`config.mk`:
```
export PLATFORM = sky130hd
export DESIGN_NAME = mul_div_unit
export DESIGN_NICKNAME = d
export VERILOG_FILES = /design/src/rtl/mul_div_unit_pkg.sv /design/src/rtl/div_mul_core.sv /design/src/rtl/mul_div_unit.sv
export SDC_FILE = /design/constraint.sdc
export NUM_CORES = 1
export LEC_CHECK = 0
export BUFFER_PORTS_ARGS = -buffer_cell sky130_fd_sc_hd__buf_2
export CAP_MARGIN = 20
export CORE_AREA = 2 2 200 202
export CTS_CLUSTER_DIAMETER = 40
export CTS_CLUSTER_SIZE = 30
export DETAILED_ROUTE_END_ITERATION = 6
export DIE_AREA = 0 0 202 204
export PLACE_DENSITY_LB_ADDON = 0.15
export SYNTH_ARGS = -nofsm -noshare
export SYNTH_HDL_FRONTEND = slang
export SYNTH_HIERARCHICAL = 1
export SYNTH_SLANG_ARGS = --single-unit
```
`constraint.sdc`:
```
create_clock -name clk -period 6.8 [get_ports clk]
set_input_delay 1.36 -clock clk [delete_from_list [all_inputs] [get_ports clk]]
set_output_delay 1.36 -clock clk [all_outputs]
set_load 0.02 [all_outputs]
```
`src/rtl/mul_div_unit_pkg.sv`:
```
// Shared types and helpers for the RV32M multiply/divide unit.
//   mdu_op_t    : operation encoding in funct3 order (MUL=0 .. REMU=7)
//   mdu_state_t : control FSM states
//   MDU_ITERATIONS / MDU_COUNT_W : iteration count and counter width
//   op_* helpers: decode operation class and operand signedness
package mul_div_unit_pkg;

    typedef enum logic [2:0] {
        MDU_MUL    = 3'd0,
        MDU_MULH   = 3'd1,
        MDU_MULHSU = 3'd2,
        MDU_MULHU  = 3'd3,
        MDU_DIV    = 3'd4,
        MDU_DIVU   = 3'd5,
        MDU_REM    = 3'd6,
        MDU_REMU   = 3'd7
    } mdu_op_t;

    typedef enum logic [1:0] {
        MDU_IDLE,
        MDU_CALC,
        MDU_DONE
    } mdu_state_t;

    localparam int MDU_ITERATIONS = 32;
    localparam int MDU_COUNT_W    = $clog2(MDU_ITERATIONS);

    // Divide-class ops all have funct3[2] set.
    function automatic logic op_is_div(input mdu_op_t op);
        return op[2];
    endfunction

    function automatic logic op_is_rem(input mdu_op_t op);
        return op inside {MDU_REM, MDU_REMU};
    endfunction

    function automatic logic op_src1_signed(input mdu_op_t op);
        return op inside {MDU_MULH, MDU_MULHSU, MDU_DIV, MDU_REM};
    endfunction

    function automatic logic op_src2_signed(input mdu_op_t op);
        return op inside {MDU_MULH, MDU_DIV, MDU_REM};
    endfunction

endpackage

```
`src/rtl/div_mul_core.sv`:
```
// Radix-2 iterative datapath shared by multiply and divide.
// A single 64-bit register holds {high, low}:
//   multiply: {partial product high, remaining multiplier bits}
//   divide  : {partial remainder, dividend bits shifting into quotient}
// Ports:
//   clk, rst  : clock, synchronous active-high reset
//   start     : load operand magnitudes (op_a -> low half, op_b -> operand reg)
//   step      : perform one iteration
//   is_div    : selects restoring-divide step instead of shift-add
//   op_a/op_b : unsigned magnitudes (multiplier/dividend, multiplicand/divisor)
//   acc_next  : accumulator value after the current cycle's update, so the
//               caller can capture the final iteration's result on the same edge
module div_mul_core
    import mul_div_unit_pkg::*;
(
    input  logic        clk,
    input  logic        rst,
    input  logic        start,
    input  logic        step,
    input  logic        is_div,
    input  logic [31:0] op_a,
    input  logic [31:0] op_b,
    output logic [63:0] acc_next
);

    logic [63:0] acc;
    logic [31:0] operand;
    logic [32:0] mul_sum;
    logic [33:0] div_diff;

    // NOTE: every always_comb output gets a default first so no path can infer a latch.
    always_comb begin
        acc_next = acc;
        mul_sum  = {1'b0, acc[63:32]} + (acc[0] ? {1'b0, operand} : 33'd0);
        // Trial subtract of the divisor from the 33-bit shifted remainder;
        // bit 33 is the borrow.
        div_diff = {1'b0, acc[63:31]} - {2'b00, operand};
        if (start) begin
            acc_next = {32'd0, op_a};
        end else if (step) begin
            if (is_div) begin
                if (!div_diff[33]) acc_next = {div_diff[31:0], acc[30:0], 1'b1};
                else               acc_next = {acc[62:0], 1'b0};
            end else begin
                acc_next = {mul_sum, acc[31:1]};
            end
        end
    end

    // NOTE: sequential state is written with non-blocking assignments only.
    always_ff @(posedge clk) begin
        if (rst) begin
            acc     <= '0;
            operand <= '0;
        end else begin
            acc <= acc_next;
            if (start) operand <= op_b;
        end
    end

endmodule

```
`src/rtl/mul_div_unit.sv`:
```
// Multi-cycle RV32M multiply/divide unit beside the execute-stage ALU.
// Accepts one op per request handshake and returns one result per response
// handshake. Divide-by-zero and signed overflow complete without iterating.
// Ports:
//   clk, rst              : clock, synchronous active-high reset
//   flush                 : abort any in-flight op (overrides both handshakes)
//   req_valid/req_ready   : request handshake (ready only in IDLE)
//   mdu_op, src1, src2    : operation and operands, sampled on acceptance only
//   resp_valid/resp_ready : response handshake (valid only in DONE)
//   result                : result word, stable while resp_valid
//   busy                  : high in CALC or DONE
module mul_div_unit
    import mul_div_unit_pkg::*;
#(
    parameter int XLEN = 32
) (
    input  logic            clk,
    input  logic            rst,
    input  logic            flush,
    input  logic            req_valid,
    output logic            req_ready,
    input  mdu_op_t         mdu_op,
    input  logic [XLEN-1:0] src1,
    input  logic [XLEN-1:0] src2,
    output logic            resp_valid,
    input  logic            resp_ready,
    output logic [XLEN-1:0] result,
    output logic            busy
);

    if (XLEN != 32) begin : g_bad_xlen
        $fatal(1, "mul_div_unit supports XLEN=32 only");
    end

    mdu_state_t             state;
    logic [MDU_COUNT_W-1:0] count;
    mdu_op_t                op_q;
    logic                   neg_q;
    logic                   neg_r;

    logic        sign1, sign2;
    logic [31:0] mag1, mag2;
    logic        special;
    logic [31:0] special_result;
    logic        accept;
    logic        core_start;
    logic [63:0] acc_next;
    logic [63:0] prod_signed;
    logic [31:0] final_result;

    // Operand preparation and early-out detection on the live request.
    always_comb begin
        sign1 = op_src1_signed(mdu_op) && src1[31];
        sign2 = op_src2_signed(mdu_op) && src2[31];
        mag1  = sign1 ? -src1 : src1;
        mag2  = sign2 ? -src2 : src2;

        special        = 1'b0;
        special_result = '0;
        if (op_is_div(mdu_op)) begin
            if (src2 == '0) begin
                special        = 1'b1;
                special_result = op_is_rem(mdu_op) ? src1 : '1;
            end else if (mdu_op inside {MDU_DIV, MDU_REM} &&
                         src1 == 32'h8000_0000 && src2 == '1) begin
                special        = 1'b1;
                special_result = op_is_rem(mdu_op) ? 32'd0 : 32'h8000_0000;
            end
        end
    end

    assign accept     = (state == MDU_IDLE) && req_valid && !flush;
    assign core_start = accept && !special;

    div_mul_core u_core (
        .clk      (clk),
        .rst      (rst),
        .start    (core_start),
        .step     (state == MDU_CALC),
        .is_div   (op_is_div(op_q)),
        .op_a     (mag1),
        .op_b     (mag2),
        .acc_next (acc_next)
    );

    // Sign post-processing of the value produced by the final iteration.
    always_comb begin
        prod_signed = neg_q ? -acc_next : acc_next;
        case (op_q)
            MDU_MULH, MDU_MULHSU, MDU_MULHU: final_result = prod_signed[63:32];
            MDU_DIV, MDU_DIVU: final_result = neg_q ? -acc_next[31:0]  : acc_next[31:0];
            MDU_REM, MDU_REMU: final_result = neg_r ? -acc_next[63:32] : acc_next[63:32];
            default:           final_result = prod_signed[31:0];
        endcase
    end

    always_ff @(posedge clk) begin
        if (rst) begin
            state      <= MDU_IDLE;
            count      <= '0;
            op_q       <= MDU_MUL;
            neg_q      <= 1'b0;
            neg_r      <= 1'b0;
            req_ready  <= 1'b1;
            resp_valid <= 1'b0;
            busy       <= 1'b0;
            result     <= '0;
        end else if (flush) begin
            state      <= MDU_IDLE;
            count      <= '0;
            req_ready  <= 1'b1;
            resp_valid <= 1'b0;
            busy       <= 1'b0;
        end else begin
            case (state)
                MDU_IDLE: begin
                    if (accept) begin
                        op_q      <= mdu_op;
                        neg_q     <= sign1 ^ sign2;
                        neg_r     <= sign1;
                        req_ready <= 1'b0;
                        busy      <= 1'b1;
                        count     <= '0;
                        if (special) begin
                            state      <= MDU_DONE;
                            result     <= special_result;
                            resp_valid <= 1'b1;
                        end else begin
                            state <= MDU_CALC;
                        end
                    end
                end
                MDU_CALC: begin
                    count <= count + 1'b1;
                    if (count == MDU_COUNT_W'(MDU_ITERATIONS - 1)) begin
                        state      <= MDU_DONE;
                        result     <= final_result;
                        resp_valid <= 1'b1;
                    end
                end
                MDU_DONE: begin
                    if (resp_ready) begin
                        state      <= MDU_IDLE;
                        resp_valid <= 1'b0;
                        busy       <= 1'b0;
                        req_ready  <= 1'b1;
                    end
                end
                default: state <= MDU_IDLE;
            endcase
        end
    end

endmodule

```
==> metrics <==
status finished, final reports clean; postcts setup bufs 0; die area 0.04121 mm^2; commonest cells in the netlist 206 x nor2_1, 190 x nand2_1, 183 x o21ai_0, 143 x dfxtp_1, 135 x a21oi_1; Power Total around 3.2 mW; hold-fix buffers at CTS 0; crit path capture type register; layout cell share with drive strength beyond 1 between 10% and 20%; Routed WL per cell 24.84 um; CTS H-tree lvls 4; maxcap violations 0; flops & latches, synth 143; area grow syn2layout 16.03%; CP arrival a little under 7 ns; Post-DRT Antenna Nets 0; Critical Path RT 7.12 ns; Setup Skew 0.01501 ns; CP max FO 19; vias in the first global route between 15k and 20k; Peak VDD IR between 0.15 and 0.2 mV; final hold viol count 0; Yosys top cell area share 18.60%; pwr dens ~180 mW/mm^2; Seq/Total Area, Yosys 18.60%; Vias 17.62k; Routed WL around 70 mm; starting density of the core about two fifths; setup_tns 0 ns; fill cell count 4084; post-CTS sizing 0; final period utilization between 90% and 100%; clk_lat worst skew 0.47 ns; Buffers on Ports 106; reg2reg start u_core/operand[14]$_SDFFE_PP0P_; most common cell in the netlist nor2_1; Iter 0 DRT Violations roughly 1.8k; Slew @ Worst Pin 0.9780 ns; Die Wd 202 um; Die H just over 200 um; top cells by area, synth dfxtp_1 19%, o21ai_0 5.9%, ha_1 5.8%; first-pass GRT wire length roughly 100 mm; Netlist Area Pre-Place 0.01539 mm^2; Place WS around 0.20 ns; r2r endpoint result[26]$_SDFFE_PP0P_; Final setup viols 0; Setup CP Type register to register; dpl cells 2797; syn_nets about 2.3k; largest net degree at the start of global routing 64; worst setup margin about 0.34 ns; CTS root buf clkbuf_16; end of the critical path result[26]$_SDFFE_PP0P_; core area 0.03918 mm^2; antenna violations before repair 0; post-synthesis cell count about 2.1k; via/cell ratio about 6.2; Rel. slew slack roughly a third; row count 73; Fmax around 150 MHz; HP Start count[3]$_SDFFE_PP0P_; Mean Syn Cell Area between 7 and 8 um^2; placed standard-cell area 0.01732 mm^2; Leak 7.143 nW; Final nets ~2.4k; RSZ-0062 raised after global routing no; Cell variety after synth 91; worst hold slack around 0.48 ns; clock buffer depth 2; number of synthesis warnings 6; GRT Util Overall 33.56%; total CTS buffers 17; Finished Layout Cells between 2k and 3k; FF-to-FF setup slack about 0.34 ns; CP startpoint kind register; largest area contributor in the netlist dfxtp_1; Primary FF master, synth dfxtp_1; Design Area, Final between 0.015 and 0.02 mm^2; Hold Crit Class register to register; Min Clock Period, post-route 6.455 ns; CTS tree built; ys async rst share 0%; Final Util roughly 46%; clk sinks 143; post-DP HPWL ~56 mm; 1st-pass router iterations 6; EDFF count, synth 0; DR DRC count 0; IO Count roughly 110; Placer Congestion approximately 1.0; GRT overflow 0; crit path from u_core/operand[14]$_SDFFE_PP0P_; Final Max Slew Viols 0; R2R depth 20; clk slew on worst S/H paths 0.06 ns
[registers in the layout, summed over array words and instances, names as in the netlist, 2 cells and up]
| signal | cells |
|---|---|
| op_q | 3 |
| u_core/operand | 32 |
| count | 5 |
| u_core/acc | 64 |
| state | 2 |
| result | 32 |
[per-layer routing]
layer | part of all wire, % | track usage [%] | routed length (um) | up-vias
li1 | - | - | - | 8183
met5 | 0 | 0 | 0 | -
met4 | 3.4 | 12.32 | 2374 | 0
met1 | 45 | 47.24 | 31690 | 8434
met3 | 10 | 7.956 | 7105 | 130
met2 | 41 | 49.46 | 29090 | 874
[where the power goes]
| group | switching [mW] | internal (mW) |
|---|---|---|
| Combinational | 0.830 | 0.492 |
| Clock | 0.413 | 0.501 |
| Sequential | 0.0465 | 0.872 |
| Total | 1.29 | 1.86 |
[cells in the final DEF, fill, tap and decap left out, drive strengths merged, types with 17 or more instances in the layout]
cell,instances
buf,274
nor2,208
nand2,191
o21ai,190
dfxtp,143
a21oi,135
xnor2,99
mux2i,79
xor2,75
ha,71
nor3,68
inv,65
nor2b,50
nand4,48
a21o,39
and2,39
a211oi,39
nor4,38
nand3,33
o31ai,32
nand2b,29
o211ai,25
or3,23
or4,22
clkbuf,22
a31oi,21
o41ai,21
and3,20
a311oi,18
o22ai,17
[worst max-delay path, cell delays in order, from the launching register on]
cell and delay [ns]:
dfxtp_1 0.49, inv_1 0.08, ha_1 0.37, a21oi_1 0.35, o21a_1 0.22, nand3b_1 0.16, o41ai_4 0.11, a2111oi_4 0.68
nor2_8 0.21, mux2_1 0.39, a221oi_1 0.46, nor2_1 0.12, nor3_1 0.82, buf_4 0.28, nand2_1 0.05, or4_4 0.46
o21ai_0 0.24, a22oi_1 0.12, o311ai_0 0.42, buf_4 0.19, o211ai_1 0.07
[kinds of logic after synthesis]
family                     Yosys count  synth area share, %
muxes                               85                5.575
adders and majority gates           73                6.031
and+or+nand+nor                    811                26.77
DFF                                143                18.60
xor gates and xnor gates           174                9.899
AOI/OAI and AO/OA                  647                27.81
buffers and inverters              206                5.315
[worst min path at each step]
stage,slack [ns],end,cells after the start
6_report,0.48,count[3]$_SDFFE_PP0P_,1
5_1_grt,0.51,count[3]$_SDFFE_PP0P_,1
4_1_cts,0.47,count[3]$_SDFFE_PP0P_,1
3_5_place_dp,0.46,count[3]$_SDFFE_PP0P_,1
3_3_place_gp,0.46,count[3]$_SDFFE_PP0P_,1
2_1_floorplan,0.43,count[3]$_SDFFE_PP0P_,1
[layout make-up]
type                       instances  area (um^2)  share of cell area (%)
inverter                          65        245.2                   1.373
multi-input combinational       1790        11730                   65.66
clock inverter                     9        60.06                  0.3362
timing repair buffer             274         1819                   10.18
clock buffer                      22        484.2                   2.711
sequential                       143         2867                   16.05
tap                              525        656.9                   3.678
antenna                            1        2.502                 0.01401
(Power assumes the default switching activity.)
